==> config.mk <==
export PLATFORM = sky130hd
export DESIGN_NAME = uart_rx_param
export DESIGN_NICKNAME = d
export VERILOG_FILES = /design/src/rtl/uart_rx_param.sv
export SDC_FILE = /design/constraint.sdc
export NUM_CORES = 1
export LEC_CHECK = 0
export BUFFER_PORTS_ARGS = -buffer_cell sky130_fd_sc_hd__buf_4
export CORE_MARGIN = 1.5
export CORE_UTILIZATION = 59
export DETAILED_ROUTE_END_ITERATION = 6
export PLACE_DENSITY = 0.79
export SYNTH_ARGS = -nofsm -noshare
export SYNTH_HDL_FRONTEND = slang
export SYNTH_SLANG_ARGS = --single-unit
==> constraint.sdc <==
create_clock -name clk -period 4 [get_ports clk]
set_clock_uncertainty 0.1 [all_clocks]
set_input_delay 0.8 -clock clk [delete_from_list [all_inputs] [get_ports clk]]
set_output_delay 0.8 -clock clk [all_outputs]
set_load 0.02 [all_outputs]
==> src/rtl/uart_rx_param.sv <==
// uart_rx_param: oversampling UART receiver with run-time frame format.
//
// Ports:
//   clk         - single clock, all state changes on the rising edge
//   rst         - asynchronous, active-low reset
//   RX_IN       - serial line (idle high, LSB first), already synchronised
//   Prescale    - oversampling clocks per bit (even, 4..2^PRESCALE_W-2)
//   data_len    - data bits per frame (5..MAX_DATA_W)
//   PAR_EN      - parity bit present
//   PAR_TYP     - 0 = even parity, 1 = odd parity
//   two_stop    - 1 = two stop bits expected
//   P_DATA      - last accepted word, zero-extended above data_len
//   data_valid  - one-cycle pulse, P_DATA just updated
//   par_error   - one-cycle pulse, parity mismatch
//   stop_error  - one-cycle pulse, framing error (stop bit sampled low)
//   busy        - high whenever the receiver is not idle
module uart_rx_param #(
  parameter int MAX_DATA_W = 8,
  parameter int PRESCALE_W = 6
) (
  input  logic                  clk,
  input  logic                  rst,
  input  logic                  RX_IN,
  input  logic [PRESCALE_W-1:0] Prescale,
  input  logic [3:0]            data_len,
  input  logic                  PAR_EN,
  input  logic                  PAR_TYP,
  input  logic                  two_stop,
  output logic [MAX_DATA_W-1:0] P_DATA,
  output logic                  data_valid,
  output logic                  par_error,
  output logic                  stop_error,
  output logic                  busy
);

  typedef enum logic [2:0] {
    S_IDLE,
    S_START,
    S_DATA,
    S_PARITY,
    S_STOP
  } state_e;

  state_e                  state_q;
  logic [PRESCALE_W-1:0]   cnt_q;
  logic [PRESCALE_W-1:0]   presc_q;
  logic [3:0]              len_q;
  logic                    par_en_q;
  logic                    par_typ_q;
  logic                    two_stop_q;
  logic [3:0]              bit_q;
  logic                    stop2_q;
  logic [2:0]              smp_q;
  logic [MAX_DATA_W-1:0]   shift_q;
  logic                    par_acc_q;
  logic                    perr_q;
  logic [MAX_DATA_W-1:0]   pdata_q;
  logic                    dv_q;
  logic                    pe_q;
  logic                    se_q;
  logic                    busy_q;

  logic [PRESCALE_W-1:0]   half;
  logic                    last_cnt;
  logic                    smp2_eff;
  logic                    vote;
  logic                    final_stop;
  logic                    par_mismatch;
  logic                    start_frame;

  always_comb begin
    half         = presc_q >> 1;
    last_cnt     = (cnt_q == presc_q - 1'b1);
    // With Prescale = 4 the third sample lands on the same count as the
    // vote, so the live line value stands in for the not-yet-stored sample.
    smp2_eff     = (cnt_q == half + 1'b1) ? RX_IN : smp_q[2];
    vote         = (smp_q[0] & smp_q[1]) | (smp_q[0] & smp2_eff) |
                   (smp_q[1] & smp2_eff);
    final_stop   = !two_stop_q || stop2_q;
    par_mismatch = vote ^ par_acc_q ^ par_typ_q;
    // A new frame starts from idle, or straight out of a good final stop
    // bit when the line is already low (back-to-back frames).
    start_frame  = !RX_IN &&
                   ((state_q == S_IDLE) ||
                    (state_q == S_STOP && last_cnt && vote && final_stop));
  end

  always_ff @(posedge clk or negedge rst) begin
    if (!rst) begin
      state_q    <= S_IDLE;
      cnt_q      <= '0;
      presc_q    <= '0;
      len_q      <= '0;
      par_en_q   <= 1'b0;
      par_typ_q  <= 1'b0;
      two_stop_q <= 1'b0;
      bit_q      <= '0;
      stop2_q    <= 1'b0;
      smp_q      <= '0;
      shift_q    <= '0;
      par_acc_q  <= 1'b0;
      perr_q     <= 1'b0;
      pdata_q    <= '0;
      dv_q       <= 1'b0;
      pe_q       <= 1'b0;
      se_q       <= 1'b0;
      busy_q     <= 1'b0;
    end else begin
      dv_q <= 1'b0;
      pe_q <= 1'b0;
      se_q <= 1'b0;

      if (state_q != S_IDLE) begin
        cnt_q <= last_cnt ? '0 : cnt_q + 1'b1;
        if (cnt_q == half - 1'b1) smp_q[0] <= RX_IN;
        if (cnt_q == half)        smp_q[1] <= RX_IN;
        if (cnt_q == half + 1'b1) smp_q[2] <= RX_IN;
      end

      case (state_q)
        S_START: begin
          if (last_cnt) begin
            if (vote) begin
              state_q <= S_IDLE;
              busy_q  <= 1'b0;
            end else begin
              state_q <= S_DATA;
              bit_q   <= '0;
            end
          end
        end

        S_DATA: begin
          if (last_cnt) begin
            for (int unsigned i = 0; i < MAX_DATA_W; i++) begin
              if (bit_q == i[3:0]) shift_q[i] <= vote;
            end
            par_acc_q <= par_acc_q ^ vote;
            if (bit_q == len_q - 1'b1) begin
              state_q <= par_en_q ? S_PARITY : S_STOP;
              stop2_q <= 1'b0;
            end else begin
              bit_q <= bit_q + 1'b1;
            end
          end
        end

        S_PARITY: begin
          if (last_cnt) begin
            if (par_mismatch) begin
              pe_q   <= 1'b1;
              perr_q <= 1'b1;
            end
            state_q <= S_STOP;
          end
        end

        S_STOP: begin
          if (last_cnt) begin
            if (!vote) begin
              se_q    <= 1'b1;
              state_q <= S_IDLE;
              busy_q  <= 1'b0;
            end else if (!final_stop) begin
              stop2_q <= 1'b1;
            end else begin
              if (!perr_q) begin
                pdata_q <= shift_q;
                dv_q    <= 1'b1;
              end
              state_q <= S_IDLE;
              busy_q  <= 1'b0;
            end
          end
        end

        default: ;
      endcase

      // Overrides the end-of-frame return to idle when a new start is seen.
      if (start_frame) begin
        state_q    <= S_START;
        cnt_q      <= '0;
        presc_q    <= Prescale;
        len_q      <= data_len;
        par_en_q   <= PAR_EN;
        par_typ_q  <= PAR_TYP;
        two_stop_q <= two_stop;
        bit_q      <= '0;
        stop2_q    <= 1'b0;
        shift_q    <= '0;
        par_acc_q  <= 1'b0;
        perr_q     <= 1'b0;
        busy_q     <= 1'b1;
      end
    end
  end

  assign P_DATA     = pdata_q;
  assign data_valid = dv_q;
  assign par_error  = pe_q;
  assign stop_error = se_q;
  assign busy       = busy_q;

endmodule
==> flow_summary_export.csv <==
group,metric,value,unit
cts,cts-root-buf,"clkbuf_8",
cts,cts_resized,0,
cts,postCtsSetupBuffers,0,
route,drt_iter0_markers,200,
floorplanning,start_util,62.66,%
power_and_ir_drop,power_density,747.3,nW/um^2
route,ant_nets,0,
route,firstDrtPassIters,4,
final_layout,regArea,1301,um^2
placed_design,port_buffers,27,
power_and_ir_drop,p_leak,1.489,nW
cts,cts_sinks,52,
final_layout,drive_above_1_share,20.35,%
final_layout,nNetsFinal,364,
final_layout,final_common_cell,"dfrtp_1",
power_and_ir_drop,netSwitchingFraction,43.22,%
critical_path,r2r_cells,10,
cts,cts_buffer_depth,2,
power_and_ir_drop,power_frac_comb,50.3,%
logic_synthesis,yosys.area.top_type_share,42.83,%
logic_synthesis,synth_ff_type,"dfrtp_1",
critical_path,cp-end-kind,"flip-flop",
power_and_ir_drop,p_total,0.002544,W
sta,worstMarginPinSlew,0.7218,ns
route,wl,6100,um
cts,htree_num_levels,2,
floorplanning,die_x,74.76,um
floorplanning,die_h,74.76,um
final_layout,final_cell_mix,"52 x dfrtp_1, 42 x nand2_1, 30 x buf_4",
cts,clkLatencyLatePin,0.31,ns
sta,finalHoldViolCount,0,
sta,tns,0,ns
global_routing,grt_pass1_vias,2199,
sta,holdWs,0.4083,ns
global_routing,antenna_found_initial,0,
logic_synthesis,yosysUniqueCellTypes,48,
final_layout,diodes,0,
logic_synthesis,ys_ff_latch,52,
final_layout,fillers,382,
placed_design,hpwl,4473,um
logic_synthesis,synth_area_leaders,"dfrtp_1 43%, mux2_2 7.8%, xnor2_1 6.1%",
floorplanning,rows,25,
logic_synthesis,seq_area_frac_synth,42.83,%
logic_synthesis,synth_edf_count,0,
critical_path,crit_arrival,3.72,ns
route,viasPerCell,5.719,
floorplanning,fp.coreArea,4848,um^2
critical_path,critPathKind,"flip-flop to flip-flop",
sta,period_needed,3.624,ns
critical_path,required,4.10,ns
logic_synthesis,syn-mean-instance-area,9.675,um^2
cts,cts_buffers,5,
worst_hold_path,min_path_type,"primary input to async pin",
cts,clkSlewWorstSetupHoldPaths,0.09,ns
sta,setup_viol,0,
logic_synthesis,synth.largest_area_cell,"dfrtp_1",
power_and_ir_drop,internal_power,0.001445,W
power_and_ir_drop,p_switching,0.001100,W
power_and_ir_drop,p_clk_share,14.4,%
placed_design,post-place-cells,398,
sta,fin_crit_sh,90.60,%
global_routing,grt_pass1_wl,10330,um
floorplanning,die_area,5588,um^2
placed_design,gp_congestion,0.8900,
route,drc,0,
final_layout,layout.cells.non_filler,406,
route,vias,2322,
floorplanning,ios,28,
logic_synthesis,netlist_area,3038,um^2
cts,cts_tree,"yes",
sta,slew_viol_final,0,
final_layout,multiInputGateArea,1634,um^2
global_routing,grt-ovfl-total,0,
job,cap_violations,0,
logic_synthesis,yosysWarningCount,0,
final_layout,area_growth,12.07,%
global_routing,grt_usage,24.14,%
power_and_ir_drop,pwr-share-seq,35.3,%
global_routing,grt_max_degree,53,
logic_synthesis,synthCells,314,
route,avgRoutedWirePerCell,15.02,um
sta,fmax,275.9,MHz
logic_synthesis,async_flop_share,100.0,%
critical_path,crit_path_start_kind,"flip-flop",
cts,holdBufCountCts,0,
critical_path,critPathMaxFanout,24,
sta,slew_headroom,51.76,%
power_and_ir_drop,ir_drop,0.4268,mV
run_status,outcome,"finished clean",
sta,grt_setup_unrepaired,"no",
logic_synthesis,synth_nets,340,
stage by stage:
stage / instance area [um^2] / worst slack (ns) / util, %
floorplan: 3038 / 0.9255 / -
global placement: 3287 / 0.5448 / 67.79
detailed placement: 3287 / 0.3883 / 67.79
CTS: 3398 / 0.3394 / 70.09
global route: 3405 / 0.06641 / 70.22
finish: 3405 / 0.3761 / 70.22
path summary, 6_finish.rpt:
check                      slack, ns                    end                    from
max                             0.38   bit_q[3]$_DFFE_PN0P_  presc_q[2]$_DFFE_PN0N_
min                             0.41   smp_q[1]$_DFFE_PN0P_                     rst
max reg2reg                     0.38   bit_q[3]$_DFFE_PN0P_  presc_q[2]$_DFFE_PN0N_
min reg2reg                     0.42  P_DATA[5]$_DFFE_PN0P_   P_DATA[5]$_DFFE_PN0P_
max in group asynchronous       2.96   bit_q[3]$_DFFE_PN0P_                     rst
min in group clk                0.42  P_DATA[5]$_DFFE_PN0P_   P_DATA[5]$_DFFE_PN0P_
synth_stat cells (2+ instances only):
library cell,instances
dfrtp_1,52
nand2_1,42
mux2_2,21
xnor2_1,21
nor2_1,17
o21ai_0,17
nand3_1,14
inv_1,13
a21oi_1,12
ha_1,10
clkbuf_1,8
xor2_1,7
nor3_1,6
a31oi_1,5
and3_1,5
nand2b_1,5
nor4_1,5
nand4_1,4
and2_1,3
and4_1,3
buf_2,3
mux2i_1,3
nor2b_1,3
o22ai_1,3
o31ai_1,3
a211o_1,2
a31o_2,2
buf_4,2
maj3_1,2
nor4b_2,2
or4_1,2
layer usage:
| layer | vias to the layer above | global-route usage (%) | wire length (um) |
|---|---|---|---|
| li1 | 1150 | - | - |
| met1 | 1104 | 35.48 | 3029 |
| met2 | 64 | 36.81 | 2774 |
| met3 | 4 | 4.685 | 260 |
| met4 | 0 | 6.263 | 36 |
| met5 | - | 0 | 0 |
final cells by class:
cell class              count  area share (%)
flip-flops and latches     52           38.22
multi-input cells         236           48.00
well taps                  67           2.462
inverters                  13           1.433
repair buffers             30           6.615
clock inverters             2           1.139
clock buffers               6           2.132
registers in the layout, summed over array words and instances, names as in the netlist, 3 cells and up:
name and cells:
bit_q 4, P_DATA 8, state_q 3, smp_q 3, presc_q 6, shift_q 8, cnt_q 6, len_q 4
power by group through the flow:
stage	registers, W	clock network (W)	logic, W
finish	0.000899	0.000365	0.00128
global route	0.000926	0.000393	0.00143
CTS	0.000895	0.000374	0.00127
detailed placement	0.000907	0	0.00126
global placement	0.000898	0	0.00123
floorplan	0.000804	0	0.00109
cells by family (layout without fill, tap and decap cells):
group,after synthesis,in the layout,share of synthesized area [%]
AND/OR/NAND/NOR,117,117,20.10
AO/OA/AOI/OAI,55,55,11.86
flip-flops,52,52,42.83
XOR/XNOR,28,28,8.073
buffers and inverters,26,51,3.583
multiplexers,24,24,8.773
adder cells (fa/ha/maj),12,12,4.778
critical path, cell delays in order (launching register included):
cell       delay, ns
dfrtp_1         0.49
inv_1           0.16
ha_1            0.21
a21boi_1        0.25
xnor2_1         0.09
nor4_1          0.42
nand4_1         0.36
a2111oi_0       0.57
a21bo_4         0.39
a21oi_2         0.12
a211o_1         0.33
Note: power is estimated with default switching activity, not from simulation.
